## config.mk

```make
export PLATFORM = sky130hd
export DESIGN_NAME = heater_sequencer
export DESIGN_NICKNAME = d
export VERILOG_FILES = /design/src/rtl/heater_pkg.sv /design/src/rtl/heater_prio_enc.sv /design/src/rtl/heater_sequencer.sv
export SDC_FILE = /design/constraint.sdc
export NUM_CORES = 1
export LEC_CHECK = 0
export CORE_MARGIN = 2
export CORE_UTILIZATION = 56
export CTS_CLUSTER_SIZE = 25
export DETAILED_ROUTE_END_ITERATION = 6
export MAX_ROUTING_LAYER = met4
export PLACE_DENSITY = 0.85
export SLEW_MARGIN = 20
export SYNTH_ARGS = -nofsm -noshare
export SYNTH_HDL_FRONTEND = slang
export SYNTH_SLANG_ARGS = --single-unit
export TNS_END_PERCENT = 10
```

## constraint.sdc

```tcl
create_clock -name clk -period 9.67 [get_ports clk]
set_input_delay 0.967 -clock clk [delete_from_list [all_inputs] [get_ports clk]]
set_output_delay 0.967 -clock clk [all_outputs]
set_load 0.02 [all_outputs]
```

## src/rtl/heater_pkg.sv

```systemverilog
// Shared types and default sizing for the heater channel sequencer.
package heater_pkg;

    typedef enum logic [1:0] {
        IDLE  = 2'd0,
        HOLD  = 2'd1,
        CLEAR = 2'd2
    } state_t;

    localparam int DEF_N           = 12;
    localparam int DEF_MAX_ON      = 8;
    localparam int DEF_STEP_CYCLES = 4096;
    localparam int DEF_CLR_CYCLES  = 4;

    function automatic int max_int(input int a, input int b);
        return (a > b) ? a : b;
    endfunction

endpackage

```

## src/rtl/heater_prio_enc.sv

```systemverilog
// Lowest-set-bit priority encoder used to pick the next fault to clear
// and the next pending channel to ramp.
module heater_prio_enc #(
    parameter int N  = 12,
    parameter int IW = (N > 1) ? $clog2(N) : 1
) (
    input  logic [N-1:0]  vec,
    output logic [IW-1:0] idx,
    output logic          valid
);

    // Scan from the top down so the lowest set bit is the last one written.
    always_comb begin
        idx   = '0;
        valid = |vec;
        for (int i = N - 1; i >= 0; i--) begin
            if (vec[i]) begin
                idx = IW'(i);
            end
        end
    end

endmodule

```

## src/rtl/heater_sequencer.sv

```systemverilog
// Staggered heater enable with a concurrency cap, plus automatic shed,
// error-clear and re-ramp of faulted channels.
module heater_sequencer
    import heater_pkg::*;
#(
    parameter int N           = DEF_N,
    parameter int MAX_ON      = DEF_MAX_ON,
    parameter int STEP_CYCLES = DEF_STEP_CYCLES,
    parameter int CLR_CYCLES  = DEF_CLR_CYCLES
) (
    input  logic                   clk,
    input  logic                   rst_n,
    input  logic [N-1:0]           req_enable,
    input  logic [N-1:0]           heater_error,
    input  logic [N-1:0]           sticky_clear,
    output logic [N-1:0]           heater_enable,
    output logic [N-1:0]           heater_err_clear,
    output logic [N-1:0]           err_sticky,
    output logic [$clog2(N+1)-1:0] active_count,
    output logic [15:0]            err_count,
    output logic                   busy
);

    localparam int CW = $clog2(N + 1);
    localparam int IW = (N > 1) ? $clog2(N) : 1;
    localparam int TW = $clog2(max_int(STEP_CYCLES, CLR_CYCLES) + 1);
    localparam logic [N-1:0] ONE_HOT0 = N'(1);

    state_t        state;
    logic [TW-1:0] timer;
    logic [IW-1:0] clr_idx;
    logic [N-1:0]  fault;

    logic [N-1:0]  shed;
    logic [N-1:0]  pending;
    logic [N-1:0]  add_mask;
    logic [N-1:0]  done_mask;
    logic [N-1:0]  enable_next;
    logic [N-1:0]  fault_next;
    logic [CW-1:0] shed_cnt;
    logic [CW-1:0] enable_cnt;
    logic [16:0]   err_sum;
    logic          start_ramp;

    logic [IW-1:0] fault_idx;
    logic          fault_vld;
    logic [IW-1:0] pend_idx;
    logic          pend_vld;

    heater_prio_enc #(.N(N), .IW(IW)) u_fault_enc (
        .vec   (fault),
        .idx   (fault_idx),
        .valid (fault_vld)
    );

    heater_prio_enc #(.N(N), .IW(IW)) u_pend_enc (
        .vec   (pending),
        .idx   (pend_idx),
        .valid (pend_vld)
    );

    // An error on an enabled channel counts as a fault even if its request
    // drops in the same cycle; errors on disabled channels are ignored.
    always_comb begin
        shed       = heater_enable & heater_error;
        pending    = req_enable & ~heater_enable & ~fault;
        start_ramp = (state == IDLE) && !fault_vld && pend_vld &&
                     (active_count < CW'(MAX_ON));
        add_mask   = start_ramp ? (ONE_HOT0 << pend_idx) : '0;
        done_mask  = ((state == CLEAR) && (timer == '0)) ? (ONE_HOT0 << clr_idx) : '0;

        enable_next = (heater_enable & req_enable & ~heater_error) | add_mask;
        fault_next  = (fault | shed) & ~done_mask;

        shed_cnt   = '0;
        enable_cnt = '0;
        for (int i = 0; i < N; i++) begin
            shed_cnt   = shed_cnt + CW'(shed[i]);
            enable_cnt = enable_cnt + CW'(enable_next[i]);
        end
        err_sum = {1'b0, err_count} + 17'(shed_cnt);
    end

    always_ff @(posedge clk or negedge rst_n) begin
        if (!rst_n) begin
            state            <= IDLE;
            timer            <= '0;
            clr_idx          <= '0;
            fault            <= '0;
            heater_enable    <= '0;
            heater_err_clear <= '0;
            err_sticky       <= '0;
            active_count     <= '0;
            err_count        <= '0;
            busy             <= 1'b0;
        end else begin
            heater_enable <= enable_next;
            active_count  <= enable_cnt;
            fault         <= fault_next;
            err_sticky    <= (err_sticky & ~sticky_clear) | shed;
            err_count     <= err_sum[16] ? 16'hFFFF : err_sum[15:0];

            case (state)
                IDLE: begin
                    if (fault_vld) begin
                        state            <= CLEAR;
                        busy             <= 1'b1;
                        clr_idx          <= fault_idx;
                        timer            <= TW'(CLR_CYCLES - 1);
                        heater_err_clear <= ONE_HOT0 << fault_idx;
                    end else if (start_ramp) begin
                        state <= HOLD;
                        busy  <= 1'b1;
                        timer <= TW'(STEP_CYCLES - 1);
                    end
                end

                HOLD: begin
                    if (timer == '0) begin
                        state <= IDLE;
                        busy  <= 1'b0;
                    end else begin
                        timer <= timer - 1'b1;
                    end
                end

                CLEAR: begin
                    if (timer == '0) begin
                        state            <= IDLE;
                        busy             <= 1'b0;
                        heater_err_clear <= '0;
                    end else begin
                        timer <= timer - 1'b1;
                    end
                end

                default: begin
                    state            <= IDLE;
                    busy             <= 1'b0;
                    heater_err_clear <= '0;
                end
            endcase
        end
    end

endmodule

```

==> impl_metrics.env, run 1 <==
export IMPL_clk_pin_slew_worst_paths_ps=90
export IMPL_slowest_stage="fa_1"
export IMPL_drc=0
export IMPL_arrival_ps=6410
export IMPL_cpMostUsedCell="fa_1"
export IMPL_vias_per_cell=5.99
export IMPL_grt_max_degree=72
export IMPL_hold_violations=0
export IMPL_top_layer_used="met4"
export IMPL_fin_skew_ps=16.2
export IMPL_hold_class="input port to asynchronous set/reset pin"
export IMPL_r2r_slack_ps=4130
export IMPL_ys_seq_elements=88
export IMPL_wl_per_cell_um=17.5
export IMPL_wl_met3_um=855
export IMPL_vias=4216
export IMPL_synthMuxAreaShare_pct=1.13
export IMPL_fmax_ghz=0.162
export IMPL_finalCritPeriodShare_pct=63.8
export IMPL_antennaDiodeCount=0
export IMPL_power_density_nw_per_um2=123
export IMPL_vdd_drop_max_mv=0.0911
export IMPL_path_buf_inv=4
export IMPL_clk_latency_ps=360
export IMPL_end_kind="flip-flop"
export IMPL_die_h_um=97.3
export IMPL_ios=95
export IMPL_final_util_pct=71.1
export IMPL_rsz0062_at_grt="no"
export IMPL_worstMarginPinSlew_ps=882
export IMPL_grt_pass1_wl_um=20400
export IMPL_drive_above_1_share_pct=6.04
export IMPL_crit_path_start_kind="input port"
export IMPL_synth_area_um2=4870
export IMPL_crit_chain="clkdlybuf4s50_1, nand2_1, inv_1, fa_1, inv_1, fa_1, fa_1, fa_1, inv_1, fa_1, fa_1, a21oi_1, o21bai_1, a21oi_1, or4_1, nor3b_1, a21boi_0"
export IMPL_htreeDepth=3
export IMPL_grt_overflow_total=0
export IMPL_synth_top_area_cell="dfrtp_1"
export IMPL_grt_pass1_vias=4203
export IMPL_finalWirelength_um=12300
export IMPL_clockBufferDepth=2
export IMPL_synthFlopType="dfrtp_1"
export IMPL_rows=34
export IMPL_finalSetupViolCount=0
export IMPL_coreArea_um2=8590
export IMPL_dieArea_um2=9460
export IMPL_layout_commonest_cell="clkdlybuf4s50_1"
export IMPL_fin_cells=704
export IMPL_ant_nets=0
export IMPL_synth_nets=566
export IMPL_grt_use_total_pct=27.5
export IMPL_slowest_delay_ps=550
export IMPL_seqCellArea_um2=2200
export IMPL_path_depth=17
export IMPL_tns_ps=0
export IMPL_port_buffers=94
export IMPL_synth_xor_area_share_pct=1.08
export IMPL_syn_to_final_growth_pct=25.4
export IMPL_drt_met1_wl_um=5210
export IMPL_yosysUniqueCellTypes=59
export IMPL_ys_seq_area_share_pct=45.2
export IMPL_syn_inst=496
export IMPL_dp_cells=688
export IMPL_status="finished clean"
export IMPL_cts_sinks=88
export IMPL_finalMaxSlewViolations=0
export IMPL_synth_fa_ha_area_share_pct=10.5
export IMPL_hpwlAfterDp_um=9260
export IMPL_cap_viol_max_count=0
export IMPL_cts_tree="done"
export IMPL_mostFrequentLayoutCells="93 x clkdlybuf4s50_1, 88 x dfrtp_1, 63 x nand2_1"
export IMPL_layout_nets=661
export IMPL_cts_buffers=9
export IMPL_synth_area_top_cells="dfrtp_1 45%, fa_1 6.2%, nand2_1 4.9%"
export IMPL_die_x_um=97.3
export IMPL_cts_setup_buffers=0
export IMPL_min_period_ps=6170
export IMPL_ys_warn_count=0
export IMPL_synth_simple_area_share_pct=19.2
export IMPL_syn_area_per_cell_um2=9.82
export IMPL_cts_resized=0
export IMPL_leakagePower_nw=2.86
export IMPL_synth_top_family_by_area="simple AND/OR/NAND/NOR gates"
export IMPL_rr_startpoint="heater_enable[0]"
export IMPL_fillers=630
export IMPL_path_class="input port to flip-flop"
export IMPL_async_flop_share_pct=100
export IMPL_multiInputGateArea_um2=2430
export IMPL_slew_headroom_pct=41.2
export IMPL_crit_start="heater_error[0]"
export IMPL_critical_path_top_delay_family="adder cells"
export IMPL_initial_core_util_pct=56.7
export IMPL_gp_congestion=0.933
export IMPL_r2r_cells=16
export IMPL_synth_compound_area_share_pct=18.0
export IMPL_first_pass_iters=5
export IMPL_drtIter0Drc=273
export IMPL_wl_met2_um=6040
export IMPL_synth_edff_count=0
export IMPL_required_ps=9910
export IMPL_antenna_found_initial=0
export IMPL_cts_root_buf="clkbuf_8"
export IMPL_synth_top_area_share_pct=45.2
export IMPL_hold_buffers=0
export IMPL_worstPathMaxFanout=13
==> synth_stat cells, drive strengths merged, types with 3 or more instances <==
| master | number |
|---|---|
| nand2b | 8 |
| mux2 | 4 |
| o22ai | 16 |
| a21oi | 32 |
| nand3 | 14 |
| nand2 | 64 |
| clkbuf | 8 |
| and2 | 5 |
| a2bb2oi | 7 |
| dfrtp | 88 |
| o21ai | 20 |
| xnor2 | 5 |
| o31ai | 3 |
| nand4 | 6 |
| nor3 | 6 |
| a31oi | 6 |
| nor2b | 6 |
| nor3b | 17 |
| a21o | 8 |
| or4 | 4 |
| a21boi | 4 |
| inv | 47 |
| ha | 17 |
| a22oi | 3 |
| fa | 15 |
| a211oi | 6 |
| o21bai | 4 |
| a31o | 3 |
| a22o | 3 |
| nor4 | 10 |
| or3 | 9 |
| o22a | 6 |
| buf | 3 |
| nor2 | 21 |
==> final timing paths <==
path	end
min in group clk	heater_err_clear[3]
hold / removal	heater_err_clear[10]
max in group asynchronous	err_count[3]
setup reg to reg	err_count[11]
setup / recovery	err_count[11]
hold reg to reg	heater_err_clear[3]
==> through the flow <==
stage | hold slack (ps) | instance area (µm²) | setup slack, ps | total power [mW]
global route | 458 | 6110 | 3260 | 0.775
floorplan | 503 | 4870 | 4240 | 0.429
global placement | 452 | 5890 | 3450 | 0.465
detailed placement | 456 | 5890 | 3180 | 0.468
CTS | 453 | 6110 | 3530 | 0.751
finish | 451 | 6110 | 3500 | 0.750
==> power breakdown <==
group          internal [mW]  switching, mW
clock                  0.146          0.142
sequential             0.379         0.0161
combinational         0.0329         0.0340
==> state kept, by name, indices dropped and copies added, names as in the netlist <==
register          cells
clr_idx               4
timer                13
active_count          4
heater_err_clear     12
err_sticky           12
heater_enable        12
state                 2
fault                12
err_count            16
busy                  1
==> final cells by class <==
| class | instances | share of cell area, % |
|---|---|---|
| clock inverters | 7 | 1.56 |
| well taps | 108 | 2.21 |
| inverters | 47 | 2.89 |
| multi-input cells | 350 | 39.8 |
| repair buffers | 95 | 15.5 |
| flip-flops and latches | 88 | 36.0 |
| clock buffers | 9 | 2.03 |
==> layer usage <==
metal / global-route usage, % / up-vias
met4: 7.59 / 0
met5: - / -
li1: - / 1968
met1: 36.7 / 2041
met3: 4.89 / 21
met2: 44.0 / 186
==> worst reg2reg max path: cells and delay by family, from the launching register on <==
family / cells / cell delay (ps)
AOI/OAI and AO/OA: 4 / 910
adders and majority gates: 6 / 2960
buffers and inverters: 3 / 210
DFF: 1 / 420
and+or+nand+nor: 3 / 910
==> logic make-up after synthesis <==
kind of cell,after synthesis
buf+inv,58
mux,5
flops,88
fa+ha+maj,32
xor+xnor,6
simple gates,176
compound gates,131
Note: power is estimated with default switching activity, not from simulation.
==> run 2, diff against run 1 <==
- CORE_UTILIZATION: 56 -> 52
- PLACE_DENSITY: 0.85 -> 0.8
- clock period: 9.67 -> 5.9 ns (I/O delays scaled with it)
==> impl_metrics.env, run 2 (synthesis gave the netlist of run 1 again) <==
export IMPL_status="finished clean"
export IMPL_antennaDiodeCount=0
export IMPL_path_class="input port to flip-flop"
export IMPL_cts_tree="done"
export IMPL_finalCritPeriodShare_pct=92.5
export IMPL_ios=95
export IMPL_drtIter0Drc=315
export IMPL_worstMarginPinSlew_ps=902
export IMPL_cts_sinks=88
export IMPL_arrival_ps=5720
export IMPL_power_density_nw_per_um2=189
export IMPL_first_pass_iters=5
export IMPL_fmax_ghz=0.183
export IMPL_power_mw=1.15
export IMPL_cts_setup_buffers=0
export IMPL_top_layer_used="met4"
export IMPL_crit_path_start_kind="input port"
export IMPL_clk_pin_slew_worst_paths_ps=90
export IMPL_drc=0
export IMPL_hold_class="input port to asynchronous set/reset pin"
export IMPL_dp_cells=697
export IMPL_gp_congestion=0.883
export IMPL_fin_skew_ps=14.2
export IMPL_vdd_drop_max_mv=0.0939
export IMPL_largest_register="err_count"
export IMPL_grt_max_degree=72
export IMPL_layout_nets=667
export IMPL_mostFrequentLayoutCells="93 x clkdlybuf4s50_1, 88 x dfrtp_1, 63 x nand2_1"
export IMPL_grt_use_total_pct=26.3
export IMPL_initial_core_util_pct=53.2
export IMPL_hold_buffers=0
export IMPL_slew_headroom_pct=39.9
export IMPL_drt_met1_wl_um=5290
export IMPL_rsz0062_at_grt="no"
export IMPL_hpwlAfterDp_um=9430
export IMPL_grt_pass1_vias=4134
export IMPL_worstPathMaxFanout=5
export IMPL_clockBufferDepth=2
export IMPL_stdcell_area_um2=6120
export IMPL_cts_resized=0
export IMPL_min_period_ps=5460
export IMPL_largest_register_ff_count=16
export IMPL_fin_cells=713
export IMPL_end_kind="flip-flop"
export IMPL_die_h_um=101
export IMPL_hold_violations=0
export IMPL_wl_met3_um=795
export IMPL_die_x_um=101
export IMPL_reg_top3="err_count: 16 flops, timer: 13 flops"
export IMPL_antenna_found_initial=0
export IMPL_r2r_slack_ps=590
export IMPL_setup_ws_ps=443
export IMPL_vias=4228
export IMPL_wl_per_cell_um=17.3
export IMPL_ant_nets=0
export IMPL_cts_buffers=9
export IMPL_htreeDepth=3
export IMPL_place_area_um2=5940
export IMPL_finalSetupViolCount=0
export IMPL_vias_per_cell=5.93
export IMPL_finalWirelength_um=12400
export IMPL_tns_ps=0
export IMPL_syn_to_final_growth_pct=25.6
export IMPL_r2r_cells=14
export IMPL_port_buffers=94
export IMPL_required_ps=6160
export IMPL_grt_pass1_wl_um=20200
export IMPL_finalMaxSlewViolations=0
export IMPL_place_ws_ps=100
export IMPL_rows=35
export IMPL_final_util_pct=66.9
export IMPL_cap_viol_max_count=0
export IMPL_cts_root_buf="clkbuf_8"
export IMPL_drive_above_1_share_pct=6.81
export IMPL_clk_latency_ps=360
export IMPL_wl_met2_um=5950
export IMPL_rr_startpoint="fault[4]"
export IMPL_hold_ws_ps=74.5
export IMPL_layout_commonest_cell="clkdlybuf4s50_1"
export IMPL_leakagePower_nw=2.86
export IMPL_fillers=716
export IMPL_grt_overflow_total=0
export IMPL_coreArea_um2=9150
export IMPL_rr_endpoint="active_count[2]"
export IMPL_dieArea_um2=10200
run 2: cell count changes in the layout (fill, tap and decap cells not counted):
cell,change
inv_6,+1
clkinv_2,-1
bufinv_16,-2
clkbuf_8,+1
clkbuf_1,+1
buf_4,+6
run 2: how the worst max path moves through the flow:
stage                               start               to  slack, ps
after floorplan           heater_error[4]     err_count[7]        850
after global placement      req_enable[3]  active_count[1]        260
after detailed placement    req_enable[3]  active_count[2]        100
after CTS                   req_enable[3]  active_count[2]        450
after global routing        req_enable[3]  active_count[2]        130
final                       req_enable[3]  active_count[2]        440
run 2: metal layers:
metal / global-route usage, % / up-vias
met5: - / -
met4: 9.38 / 0
met3: 5.06 / 30
met2: 40.9 / 191
met1: 34.8 / 2041
li1: - / 1966
run 2: final cells by class:
| type | instances | area, µm² | area share (%) |
|---|---|---|---|
| Clock buffer | 11 | 141 | 2.31 |
| Clock inverter | 5 | 38.8 | 0.634 |
| Inverter | 47 | 176 | 2.88 |
| Multi-Input combinational cell | 350 | 2430 | 39.7 |
| Sequential cell | 88 | 2200 | 36.0 |
| Tap cell | 111 | 139 | 2.27 |
| Timing Repair Buffer | 101 | 991 | 16.2 |
run 2: power by group:
group          switching, mW  total, mW  internal, mW  leakage (nW)
Combinational         0.0560      0.110        0.0544          1.61
Sequential            0.0255      0.647         0.621          1.16
Clock                  0.229      0.397         0.168        0.0903
run 2: critical path, cell delays in order:
cell and delay [ps]:
clkdlybuf4s50_1 470, nor3b_1 450, nor2_1 80, a211oi_1 300
o41ai_2 150, a2111o_1 490, o22a_1 220, fa_1 540
inv_1 80, fa_1 510, fa_1 520, inv_1 60
fa_1 450, inv_1 70, ha_1 160, inv_1 60
fa_1 380, xnor2_1 140
